### config.mk
export PLATFORM = sky130hd
export DESIGN_NAME = sdio_timeout_timer
export DESIGN_NICKNAME = d
export VERILOG_FILES = /design/src/rtl/sdio_timeout_timer.sv
export SDC_FILE = /design/constraint.sdc
export NUM_CORES = 1
export LEC_CHECK = 0
export CORE_MARGIN = 4
export CORE_UTILIZATION = 49
export CTS_CLUSTER_DIAMETER = 40
export CTS_CLUSTER_SIZE = 16
export DETAILED_ROUTE_END_ITERATION = 8
export PLACE_DENSITY = 0.76
export SLEW_MARGIN = 15
export SYNTH_ARGS = -nofsm -noshare
export SYNTH_HDL_FRONTEND = slang
export SYNTH_SLANG_ARGS = --single-unit
### constraint.sdc
create_clock -name sd_clk -period 2.6 [get_ports sd_clk]
set_clock_uncertainty 0.15 [all_clocks]
set_input_delay 0.65 -clock sd_clk [delete_from_list [all_inputs] [get_ports sd_clk]]
set_output_delay 0.65 -clock sd_clk [all_outputs]
set_load 0.05 [all_outputs]
### src/rtl/sdio_timeout_timer.sv
// sdio_timeout_timer: times SDIO response, busy and read-data windows in
// sd_clk cycles. Optional prescaler, one-shot or periodic reload, hold
// input, sticky timeout flag and a visible count.
//
// Ports:
//   sd_clk, rst      clock and synchronous active-high reset
//   cnt_en           run request; low aborts and returns to IDLE (flag kept)
//   cnt_hold         freezes count and prescaler while running
//   cnt_sel          upper bits of the terminal count, sampled on start
//   cnt_mode         0 = one-shot, 1 = periodic, sampled on start
//   prescale         divide value minus one, sampled on start
//   timeout_clr      clears timeout_flag (a terminal step in the same cycle wins)
//   timeout_event    one-cycle pulse per terminal count
//   timeout_flag     sticky timeout indication
//   busy             high while in RUN
//   cnt_val          current count
//
// Build option: define SDIO_TIMER_PRESC_EN to include the prescaler. Without
// it the counter advances on every unheld cycle and prescale is ignored.
module sdio_timeout_timer #(
    parameter int SEL_W   = 8,
    parameter int LOW_W   = 18,
    parameter int PRESC_W = 4
) (
    input  logic                     sd_clk,
    input  logic                     rst,
    input  logic                     cnt_en,
    input  logic                     cnt_hold,
    input  logic [SEL_W-1:0]         cnt_sel,
    input  logic                     cnt_mode,
    input  logic [PRESC_W-1:0]       prescale,
    input  logic                     timeout_clr,
    output logic                     timeout_event,
    output logic                     timeout_flag,
    output logic                     busy,
    output logic [SEL_W+LOW_W-1:0]   cnt_val
);

    localparam int CNT_W = SEL_W + LOW_W;

    typedef enum logic [1:0] {
        IDLE = 2'd0,
        RUN  = 2'd1,
        DONE = 2'd2
    } state_t;

    state_t             state, state_nxt;
    logic [SEL_W-1:0]   sel_q, sel_nxt;
    logic               mode_q, mode_nxt;
    logic [CNT_W-1:0]   cnt, cnt_nxt;
    logic [CNT_W-1:0]   cnt_max;
    logic               event_nxt;
    logic               flag_nxt;
    logic               adv;

`ifdef SDIO_TIMER_PRESC_EN
    logic [PRESC_W-1:0] presc_q, presc_nxt;
    logic [PRESC_W-1:0] pcnt, pcnt_nxt;

    assign adv = !cnt_hold && (pcnt == presc_q);
`else
    // prescale is kept on the port for drop-in compatibility only
    logic unused_prescale;
    assign unused_prescale = ^prescale;

    assign adv = !cnt_hold;
`endif

    // Terminal count: selected upper bits over an all-ones low field
    assign cnt_max = {sel_q, {LOW_W{1'b1}}};
    assign cnt_val = cnt;

    always_comb begin
        state_nxt = state;
        sel_nxt   = sel_q;
        mode_nxt  = mode_q;
        cnt_nxt   = cnt;
        event_nxt = 1'b0;
        flag_nxt  = timeout_flag && !timeout_clr;
`ifdef SDIO_TIMER_PRESC_EN
        presc_nxt = presc_q;
        pcnt_nxt  = pcnt;
`endif
        case (state)
            IDLE: begin
                if (cnt_en) begin
                    state_nxt = RUN;
                    sel_nxt   = cnt_sel;
                    mode_nxt  = cnt_mode;
                    cnt_nxt   = '0;
                    flag_nxt  = 1'b0;
`ifdef SDIO_TIMER_PRESC_EN
                    presc_nxt = prescale;
                    pcnt_nxt  = '0;
`endif
                end
            end
            RUN: begin
                if (!cnt_en) begin
                    state_nxt = IDLE;
                    cnt_nxt   = '0;
`ifdef SDIO_TIMER_PRESC_EN
                    pcnt_nxt  = '0;
`endif
                end else begin
`ifdef SDIO_TIMER_PRESC_EN
                    if (!cnt_hold) begin
                        pcnt_nxt = adv ? '0 : pcnt + PRESC_W'(1);
                    end
`endif
                    if (adv) begin
                        if (cnt == cnt_max) begin
                            // terminal step overrides a coincident clear
                            event_nxt = 1'b1;
                            flag_nxt  = 1'b1;
                            if (mode_q) begin
                                cnt_nxt = '0;
                            end else begin
                                state_nxt = DONE;
                            end
                        end else begin
                            cnt_nxt = cnt + CNT_W'(1);
                        end
                    end
                end
            end
            DONE: begin
                if (!cnt_en) begin
                    state_nxt = IDLE;
                    cnt_nxt   = '0;
`ifdef SDIO_TIMER_PRESC_EN
                    pcnt_nxt  = '0;
`endif
                end
            end
            default: begin
                state_nxt = IDLE;
                cnt_nxt   = '0;
            end
        endcase
    end

    always_ff @(posedge sd_clk) begin
        if (rst) begin
            state         <= IDLE;
            sel_q         <= '0;
            mode_q        <= 1'b0;
            cnt           <= '0;
            timeout_event <= 1'b0;
            timeout_flag  <= 1'b0;
            busy          <= 1'b0;
`ifdef SDIO_TIMER_PRESC_EN
            presc_q       <= '0;
            pcnt          <= '0;
`endif
        end else begin
            state         <= state_nxt;
            sel_q         <= sel_nxt;
            mode_q        <= mode_nxt;
            cnt           <= cnt_nxt;
            timeout_event <= event_nxt;
            timeout_flag  <= flag_nxt;
            busy          <= (state_nxt == RUN);
`ifdef SDIO_TIMER_PRESC_EN
            presc_q       <= presc_nxt;
            pcnt          <= pcnt_nxt;
`endif
        end
    end

endmodule

* Word-level counts from Yosys, hierarchy flattened
Cells that the tools add are included.
** Operators by class
- $add $sub $neg :: 1
- Equal/unequal tests :: 8
- Muxes and demuxes :: 20
- Bitwise gates (word level) :: 2
- Reductions and logical operators :: 6
** Operators with widths (count)
- 26-bit 2-to-1 mux :: 6
- 26-bit case mux with 3 select lines :: 1
- 26-bit by 1-bit adder with 26-bit output (second input constant) :: 1
- 26-bit == test :: 1
- 2-bit 2-to-1 mux :: 6
- 2-bit case mux with 3 select lines :: 1
- 1-bit 2-to-1 mux :: 5
- 2-bit by 1-bit == test with 1-bit output (second input constant) :: 2
- 2-bit inequality test (second input constant) :: 2
- 4-bit inequality test (second input constant) :: 1
- 4-bit AND reduction :: 1
- 4-bit OR reduction :: 1
- 3-bit inequality test (second input constant) :: 1
- 2-bit == test (second input constant) :: 1
- 2-bit logical NOT :: 1
- 1-bit inverter :: 2
- 1-bit case mux with 2 select lines :: 1
- 2-bit AND reduction :: 1
- 1-bit logical AND :: 1
- 1-bit logical NOT :: 1
** Storage, ports and cells
- Register bits :: 40
- Output and inout port bits :: 29

* Longest topological paths before layout
Gate-level depths: netlist (run 1).
- Depth in word-level cells :: 6
- Depth in mapped cells :: 8
- Depth with buffers taken out :: 6

* Worst setup path after synthesis (run 1)
Ideal clock, no wire load.
- Path type :: register to register
- Start :: register cnt[9], in the netlist cnt_val[9]
- End :: register timeout_flag
- Setup time :: 80 ps
- Arrival time :: 2535 ps
- Data required time :: 2370 ps
- Slack :: -165 ps
- Cell stages (with the launch flop) :: 7
- Buffers on the path :: 1
- Clock period less this slack :: 2765 ps
- Path through :: dfxtp_1 nand4_2 or3_4 or4_4 buf_6 or3_1 a211oi_2
** On the way
- Word-level cells in the longest chain between the ends :: 5
** RTL lines
- start, declared :: line 50 : logic [CNT_W-1:0] cnt, cnt_nxt;
- start signal, assigned :: line 160 : cnt <= cnt_nxt;
- 26-bit == test :: line 112 : if (cnt == cnt_max) begin
- 1-bit 2-to-1 mux :: line 112
- 1-bit 2-to-1 mux :: line 111 : if (adv) begin
- 1-bit 2-to-1 mux :: line 99 : if (!cnt_en) begin
- 1-bit case mux with 2 select lines :: line 84 : case (state)
- end signal, assigned :: line 162 : timeout_flag <= flag_nxt;
- end, declared :: line 34 : output logic timeout_flag,
Every way passes these cells.
A chain may end at the register's enable or synchronous reset.

* Worst setup path after layout (run 1)
- Start :: input cnt_en
- End :: register cnt[12], in the netlist cnt_val[12]
** On the way
- Word-level cells in the longest chain between the ends :: 2
- Elaborated cells between the ends (all ways) :: 7
- Those cells by class :: eq/ne (4); mux (2); reduce/logical (1)
** RTL lines
- start, declared :: line 27 : input logic cnt_en,
- 4-bit inequality test (no line) (tied with other cells)
- 4-bit AND reduction (no line) / 26-bit case mux with 3 select lines (equally long branches)
Several ways; a longest one is shown, not always the timed one.

==> impl_metrics.tcl, run 1 <==
set metrics [dict create \
    clk_latency_ns 0.30 \
    grt_setup_unrepaired "no" \
    peakVddDrop_v 0.0003578 \
    synth_top_family_by_area "simple AND/OR/NAND/NOR gates" \
    die_h_microns 76.29 \
    fin_crit_sh_pct 94.37 \
    cts.sinks 40 \
    fin_cells 387 \
    slew_headroom_pct 63.02 \
    final_core_util_pct 68.72 \
    hold_viol 0 \
    track_usage_pct 22.43 \
    start_util_pct 51.41 \
    layout.nets 353 \
    syn_area_per_cell_sq_um 8.369 \
    coreArea_sq_mm 0.004444 \
    seq_area_sq_um 809.5 \
    synth_warnings 0 \
    routed_wl_microns 6353 \
    max_cap_violations 0 \
    tightest_slew_ns 0.5530 \
    dp.cells 379 \
    worst_slack_ns 0.1463 \
    crit_arrival_ns 2.53 \
    yosysMostFrequentCell "dfxtp_1" \
    grt_pass1_wl_microns 10810 \
    cts_max_path_buffers 2 \
    cts_tree "yes" \
    firstDrtPassIters 4 \
    cts_setup_buffers 0 \
    yosys.area.top_type_share_pct 35.05 \
    portBuffers 42 \
    synthArstFlopShare_pct 0 \
    yosysSeqAreaShare_pct 35.05 \
    antenna_cells 0 \
    netlist_area_sq_mm 0.002285 \
    cp-end-kind "flip-flop" \
    synthMuxAreaShare_pct 10.08 \
    post_cts_resized 0 \
    maxSlewViolCount 0 \
    first_global_vias 2265 \
    period_minus_slack_ns 2.454 \
    synth.area.top_cells "dfxtp_1 35%, mux2i_1 10%, o211ai_1 5.6%, a21oi_1 4.4%, nand4_1 3.8%" \
    dieArea_sq_mm 0.005819 \
    wl_per_cell_microns 16.42 \
    grt_max_degree 18 \
    grt_overflow_total 0 \
    syn2layout_area_growth_pct 33.68 \
    numCtsBuffers 5 \
    cp_data_required_time_ns 2.68 \
    postSynthCellCount 273 \
    die_w_microns 76.29 \
    crit_fanout 4 \
    rows 24 \
    ant_nets 0 \
    dp_worst_setup_slack_ns -0.1578 \
    drive_gt1_share_pct 15.22 \
    status "finished, final reports clean" \
    setup_viol 0 \
    synth-compound-area-share_pct 19.22 \
    p_per_area_mw_per_mm2 424.8 \
    min-delay-path-class "reg2reg" \
    path_class "in2reg" \
    yosysUniqueCellTypes 45 \
    num-fill-cells 396 \
    clkSlewWorstSetupHoldPaths_ns 0.08 \
    synth.ff_latch_count 40 \
    drt-initial-drc-count 181 \
    multi_input_area_sq_mm 0.001395 \
    place_congestion 0.8905 \
    routed_via_density 6.189 \
    ctsHoldBuffers 0 \
    setup_tns_ns 0 \
    synth_top_cell_by_area "dfxtp_1" \
    synth_xor_area_share_pct 3.450 \
    synth_edf_count 0 \
    vias 2395 \
    synth.top_cells.by_count "40 x dfxtp_1, 23 x mux2i_1, 20 x a21oi_1, 19 x nor2_1, 17 x o211ai_1" \
    antenna_found_initial 0 \
    yosys.area_share.adder_pct 0.5476 \
    power_mw 1.297 \
    startpoint_type "input port" \
    h-tree-depth 2 \
    synth_nets 292 \
    clock.fmax_ghz 0.4076 \
    yosys.area_share.simple_pct 27.49 \
    dp_hpwl_microns 4536 \
    root_buffer "clkbuf_8" \
    leakagePower_nw 1.032 \
    ios 47 \
    drc 0 \
    synth_ff_type "dfxtp_1" \
]
-- sequential cells by signal, summed over array words and instances, names as in the netlist --
signal         cells
cnt_val           26
sel_q              8
state              2
busy               1
mode_q             1
timeout_event      1
timeout_flag       1
-- worst max-delay path: stages --
cell and delay, ns:
clkdlybuf4s50_1 0.50, xor2_1 0.30, o211ai_1 0.21, or4_1 0.51, a21oi_1 0.17, mux2i_1 0.19
-- power by group --
part           switching [mW]  leakage, nW  internal (mW)
clock                   0.232       0.0541          0.284
sequential             0.0119        0.328          0.624
combinational          0.0778        0.650         0.0681
total                   0.322         1.03          0.976
-- area by class of cell --
cell class | instances | area share (%)
multi-input combinational | 210 | 45.68
sequential | 40 | 26.51
timing repair buffer | 71 | 21.30
clock buffer | 5 | 2.253
tap | 52 | 2.130
clock inverter | 3 | 1.393
inverter | 6 | 0.7374
-- cells by family (layout without fill, tap and decap cells) --
group                    count (synthesis)  after routing
flip-flops                              40             40
AND/OR/NAND/NOR                        111            111
AO/OA/AOI/OAI                           66             66
buffers and inverters                   23             85
XOR/XNOR                                 9              9
multiplexers                            23             23
adder cells (fa/ha/maj)                  1              1
-- stage by stage --
step | cell area [sq um] | hold slack (ns)
floorplan | 2293 | 0.3320
global placement | 2943 | 0.3316
detailed placement | 2943 | 0.3396
CTS | 3054 | 0.3517
global route | 3054 | 0.3816
finish | 3054 | 0.3423
-- path summary, 6_finish.rpt --
path,startpoint,to,slack (ns),depth (start not counted)
hold reg to reg,timeout_flag$_SDFF_PP0_,timeout_flag$_SDFF_PP0_,0.34,2
setup reg to reg,cnt_val[9]$_SDFFE_PP0P_,cnt_val[9]$_SDFFE_PP0P_,0.18,5
setup / recovery,cnt_en,cnt_val[12]$_SDFFE_PP0P_,0.15,6
hold / removal,timeout_flag$_SDFF_PP0_,timeout_flag$_SDFF_PP0_,0.34,2
-- layer usage --
layer	vias up	global-route usage, %	wire (microns)
li1	1159	-	-
met4	0	10.33	132
met3	14	4.965	382
met1	1136	30.40	2919
met5	-	0	0
met2	86	33.83	2918
-- cell usage in the layout (no fill, tap or decap), types with 2 or more instances in the layout --
master           count
nor3_1              10
nand4_1             14
o211ai_1            17
mux2i_1             23
nand3_1             12
nor4_1               2
o21a_1               2
a21oi_1             20
nand4b_1             3
and4_1               2
or3_1               13
nand2b_1             2
clkbuf_8             5
inv_1                6
a211oi_1             4
dfxtp_2              7
buf_4               28
nand2_1             14
a31oi_1              5
nor2_1              19
and3_1               4
o21ai_0              5
or4_1                6
clkdlybuf4s50_1     42
a21o_1               2
dfxtp_1             33
o31ai_1              4
and2_1               3
xnor2_1              8
(Power assumes the default switching activity.)
==> run 2, diff against run 1 <==
CORE_UTILIZATION = 51   (was 49)
CTS_CLUSTER_DIAMETER = 200   (was 40)
PLACE_DENSITY = 0.79   (was 0.76)
==> run 2 against run 1 <==
Die area decreased by 3.5%. Sequential share of layout area is 0.12 points lower. Combinational power is 5% higher. Count of clock-buffer cells in the layout increased by 1. Global-route usage up 1.4 points. Largest cell class unchanged. Largest power group unchanged. Highest routed layer unchanged.
==> impl_metrics.tcl, run 2 (same netlist as run 1, synthesis figures left out) <==
set metrics [dict create \
    placedInstanceArea_sq_mm 0.002990 \
    routed_wl_microns 6370 \
    place_congestion 0.8618 \
    setup_viol 0 \
    vias 2432 \
    met3_length_microns 374 \
    drc 0 \
    dp.cells 387 \
    p_per_area_mw_per_mm2 385.8 \
    grt_max_degree 16 \
    root_buffer "clkbuf_8" \
    grt_pass1_wl_microns 10430 \
    power.share.sequential_pct 53.5 \
    p_sw_uw 305.1 \
    die_w_microns 74.93 \
    grt_overflow_total 0 \
    antenna_found_initial 0 \
    status "finished, final reports clean" \
    cts_tree "yes" \
    combPwrFrac_pct 12.9 \
    drt-initial-drc-count 214 \
    crit_path_start "cnt_en" \
    portBuffers 42 \
    drive_gt1_share_pct 16.67 \
    max_cap_violations 0 \
    fin_cells 394 \
    dieArea_sq_mm 0.005615 \
    period_minus_slack_ns 2.542 \
    clock.fmax_ghz 0.3935 \
    hold_viol 0 \
    crit_arrival_ns 2.61 \
    p_int_uw 878.5 \
    num-fill-cells 347 \
    firstDrtPassIters 5 \
    clockPowerShare_pct 33.5 \
    post_cts_resized 0 \
    p_sw_share_pct 25.78 \
    ios 47 \
    start_util_pct 52.47 \
    worstReg2RegStart "cnt_val[11]$_SDFFE_PP0P_" \
    grt_setup_unrepaired "no" \
    power_mw 1.184 \
    final_area_sq_mm 0.003068 \
    cts_setup_buffers 0 \
    peakVddDrop_v 0.0003048 \
    startpoint_type "input port" \
    die_h_microns 74.93 \
    clk_latency_ns 0.29 \
    antenna_cells 0 \
    dp_worst_setup_slack_ns -0.1841 \
    tightest_slew_ns 0.5161 \
    worst_slack_ns 0.05849 \
    dp_hpwl_microns 4719 \
    wl_met2_microns 2938 \
    cp_data_required_time_ns 2.67 \
    ant_nets 0 \
    hold_depth 2 \
    leakagePower_nw 1.052 \
    syn2layout_area_growth_pct 34.28 \
    coreArea_sq_mm 0.004354 \
    met1_length_microns 2925 \
    final_core_util_pct 70.46 \
    setup_tns_ns 0 \
    cp-end-kind "flip-flop" \
    slew_headroom_pct 65.49 \
    clkSlewWorstSetupHoldPaths_ns 0.07 \
    wl_per_cell_microns 16.17 \
    worst-r2r-cell-count 5 \
    maxSlewViolCount 0 \
    cts.sinks 40 \
    fin_hold_ws_ns 0.3649 \
    largest_register_ffs 26 \
    fin_crit_sh_pct 97.75 \
    cts_max_path_buffers 2 \
    routed_via_density 6.173 \
    ctsHoldBuffers 0 \
    rows 24 \
    track_usage_pct 23.84 \
    h-tree-depth 2 \
    numCtsBuffers 5 \
    layout.nets 361 \
    routed.top_layer "met4" \
    min-delay-path-class "reg2reg" \
    first_global_vias 2235 \
    final_common_cell "clkdlybuf4s50_1" \
    hold_path_startpoint "timeout_flag$_SDFF_PP0_" \
    mostFrequentLayoutCells "42 x clkdlybuf4s50_1, 37 x buf_4, 33 x dfxtp_1, 23 x mux2i_1, 20 x a21oi_1" \
    path_class "in2reg" \
    crit_fanout 5 \
]
[run 2: cell count changes in the layout (fill, tap and decap cells not counted), sizes merged]
cell,before,now
buf,29,37
bufinv,1,0
clkinvlp,1,0
clkbuf,5,6
[run 2: critical path, cell delays in order]
cell,delay (ns)
clkdlybuf4s50_1,0.56
xor2_1,0.30
o211ai_1,0.21
or4_1,0.51
a21oi_1,0.17
mux2i_1,0.21
[run 2: layer usage]
| layer | GRT usage (%) | vias to the layer above |
|---|---|---|
| li1 | - | 1177 |
| met1 | 33.03 | 1149 |
| met2 | 36.56 | 92 |
| met3 | 3.204 | 14 |
| met4 | 11.26 | 0 |
| met5 | 0 | - |
[run 2: final timing paths]
check | end | slack (ns)
max | cnt_val[14]$_SDFFE_PP0P_ | 0.06
min | timeout_flag$_SDFF_PP0_ | 0.36
min reg2reg | timeout_flag$_SDFF_PP0_ | 0.36
max reg2reg | timeout_flag$_SDFF_PP0_ | 0.16
[run 2: final cells by class]
| cell class | instances | area [sq um] | share of cell area [%] |
|---|---|---|---|
| Multi-Input combinational cell | 210 | 1395 | 45.47 |
| Inverter | 6 | 22.52 | 0.7341 |
| Clock buffer | 6 | 72.57 | 2.365 |
| Sequential cell | 40 | 809.5 | 26.39 |
| Timing Repair Buffer | 79 | 698.2 | 22.76 |
| Tap cell | 52 | 65.06 | 2.121 |
| Clock inverter | 1 | 5.005 | 0.1631 |
[run 2: power groups by stage]
stage / Combinational [mW] / Clock [mW] / Sequential [mW]
floorplan: 0.0767 / 0 / 0.654
global placement: 0.147 / 0 / 0.648
detailed placement: 0.150 / 0 / 0.648
CTS: 0.151 / 0.404 / 0.634
global route: 0.167 / 0.430 / 0.635
finish: 0.153 / 0.397 / 0.634
==> run 3, diff against run 2 <==
CORE_MARGIN = 10   (was 4)
==> run 3 against run 2 <==
Via count up 0.66%. Worst setup slack better by 0.0019 ns. Non-clock buffer count down 7. Total power up 3.4%. Sequential power about the same. First-iteration DRC count up 50%. Clock power up 9.1%. Combinational power about the same. Routed wire length up 11%. Count of clock-buffer cells in the layout unchanged. Utilization up 0.20 points. Largest cell class unchanged.
==> impl_metrics.tcl, run 3 (same netlist as run 1, synthesis figures left out) <==
set metrics [dict create \
    status "finished, final reports clean" \
    cp-end-kind "flip-flop" \
    final_common_cell "clkdlybuf4s50_1" \
    slew_headroom_pct 65.57 \
    syn2layout_area_growth_pct 34.67 \
    clkSlewWorstSetupHoldPaths_ns 0.08 \
    num-fill-cells 335 \
    period_minus_slack_ns 2.540 \
    final_core_util_pct 70.66 \
    r2r_slack_ns 0.23 \
    cpMaxStageDelayCell "clkdlybuf4s50_1" \
    cts.sinks 40 \
    hold_viol 0 \
    worstReg2RegStart "cnt_val[11]$_SDFFE_PP0P_" \
    cts_tree "yes" \
    crit_arrival_ns 2.60 \
    ant_nets 0 \
    rows 24 \
    vias 2448 \
    grt_setup_unrepaired "yes" \
    drive_gt1_share_pct 15.77 \
    clk_latency_ns 0.29 \
    layout.nets 354 \
    grt_max_degree 16 \
    track_usage_pct 18.43 \
    clock.fmax_ghz 0.3938 \
    reg2reg_to "timeout_flag$_SDFF_PP0_" \
    largest_register_ffs 26 \
    startpoint_type "input port" \
    max_cap_violations 0 \
    die_h_microns 86.93 \
    hold_depth 2 \
    peakVddDrop_v 0.0002221 \
    cts_max_path_buffers 2 \
    mostFrequentLayoutCells "42 x clkdlybuf4s50_1, 33 x dfxtp_1, 27 x buf_4, 23 x mux2i_1, 20 x a21oi_1" \
    p_per_area_mw_per_mm2 397.7 \
    slowest_delay_ns 0.60 \
    setup_tns_ns 0 \
    portBuffers 42 \
    cp_cell_sequence "clkdlybuf4s50_1 -> xor2_2 -> o211ai_1 -> or4_1 -> a21oi_1 -> mux2i_1" \
    crit_fanout 5 \
    leakagePower_nw 1.043 \
    worst_slack_ns 0.06044 \
    coreArea_sq_mm 0.004354 \
    ctsHoldBuffers 0 \
    tightest_slew_ns 0.5149 \
    routed_via_density 6.309 \
    dp_worst_setup_slack_ns -0.2677 \
    firstDrtPassIters 5 \
    grt_pass1_wl_microns 11530 \
    cp_data_required_time_ns 2.66 \
    ios 47 \
    setup_viol 0 \
    path_class "in2reg" \
    dieArea_sq_mm 0.007557 \
    worst-r2r-cell-count 5 \
    maxSlewViolCount 0 \
    numCtsBuffers 5 \
    hold_path_startpoint "timeout_flag$_SDFF_PP0_" \
    drc 0 \
    h-tree-depth 2 \
    min_to "timeout_flag$_SDFF_PP0_" \
    antenna_cells 0 \
    grt_overflow_total 0 \
    first_global_vias 2409 \
    start_util_pct 52.47 \
    root_buffer "clkbuf_8" \
    routed_wl_microns 7043 \
    fin_crit_sh_pct 97.68 \
    wl_per_cell_microns 18.15 \
    min-delay-path-class "reg2reg" \
    die_w_microns 86.93 \
    dp_hpwl_microns 5093 \
    place_congestion 0.8681 \
    antenna_found_initial 0 \
    drt-initial-drc-count 320 \
]
run 3: changes by cell type in the layout (fill, tap and decap cells not counted):
cell / before / now
a2111oi_0: 1 / 0
buf_4: 37 / 27
a2111oi_1: 0 / 1
xor2_2: 0 / 1
xor2_1: 1 / 0
clkbuf_1: 1 / 0
clkbuf_8: 5 / 6
buf_12: 0 / 3
clkinv_2: 1 / 2
run 3: what timing repair did:
action / 4_1_cts / 5_1_grt
gates resized for setup: 0 / 2
endpoints found under the setup margin: 0 / 10
buffers inserted: 0 / 1
endpoints found under the hold margin: 0 / 0
run 3: through the flow:
step	cells	total power, mW	hold slack, ns	area, sq um
6_report	388	1.224	0.3368	3077
3_5_place_dp	379	0.8005	0.3287	2968
4_1_cts	387	1.227	0.3407	3060
3_3_place_gp	379	0.7943	0.3244	2968
5_1_grt	388	1.259	0.3497	3077
2_1_floorplan	273	0.7305	0.3320	2293
run 3: critical path: cells and delay by family:
| kind | cells | cell delay (ns) |
|---|---|---|
| and+or+nand+nor | 1 | 0.52 |
| buffers and inverters | 1 | 0.60 |
| AOI/OAI and AO/OA | 2 | 0.40 |
| xor gates and xnor gates | 1 | 0.23 |
| muxes | 1 | 0.20 |
run 3: worst max-delay path by stage:
stage                              from                  endpoint
2_1_floorplan  cnt_val[16]$_SDFFE_PP0P_   timeout_flag$_SDFF_PP0_
3_3_place_gp                     cnt_en  cnt_val[25]$_SDFFE_PP0P_
3_5_place_dp                     cnt_en  cnt_val[14]$_SDFFE_PP0P_
4_1_cts                          cnt_en  cnt_val[14]$_SDFFE_PP0P_
5_1_grt                          cnt_en  cnt_val[25]$_SDFFE_PP0P_
6_report                         cnt_en  cnt_val[14]$_SDFFE_PP0P_
run 3: cell type report:
type | instances | area [sq um] | area share, %
tap | 52 | 65.06 | 2.115
timing repair buffer | 72 | 683.2 | 22.20
multi-input combinational | 210 | 1404 | 45.63
clock inverter | 2 | 10.01 | 0.3253
inverter | 6 | 22.52 | 0.7320
clock buffer | 6 | 82.58 | 2.684
sequential | 40 | 809.5 | 26.31
run 3: per-layer routing:
layer  vias to the layer above  share of wire, %  GRT usage (%)  wire, microns
met5                         -                 0              0              0
li1                       1165                 -              -              -
met2                        97                48          30.18           3400
met4                         0               2.0          7.511            140
met1                      1167                43          22.40           3015
met3                        19               6.9          4.494            486
run 3: where the power goes:
group	internal [mW]	leakage [nW]	switching [mW]	total, mW
sequential	0.624	0.328	0.0117	0.635
combinational	0.0717	0.664	0.0841	0.156
clock	0.212	0.0510	0.221	0.433
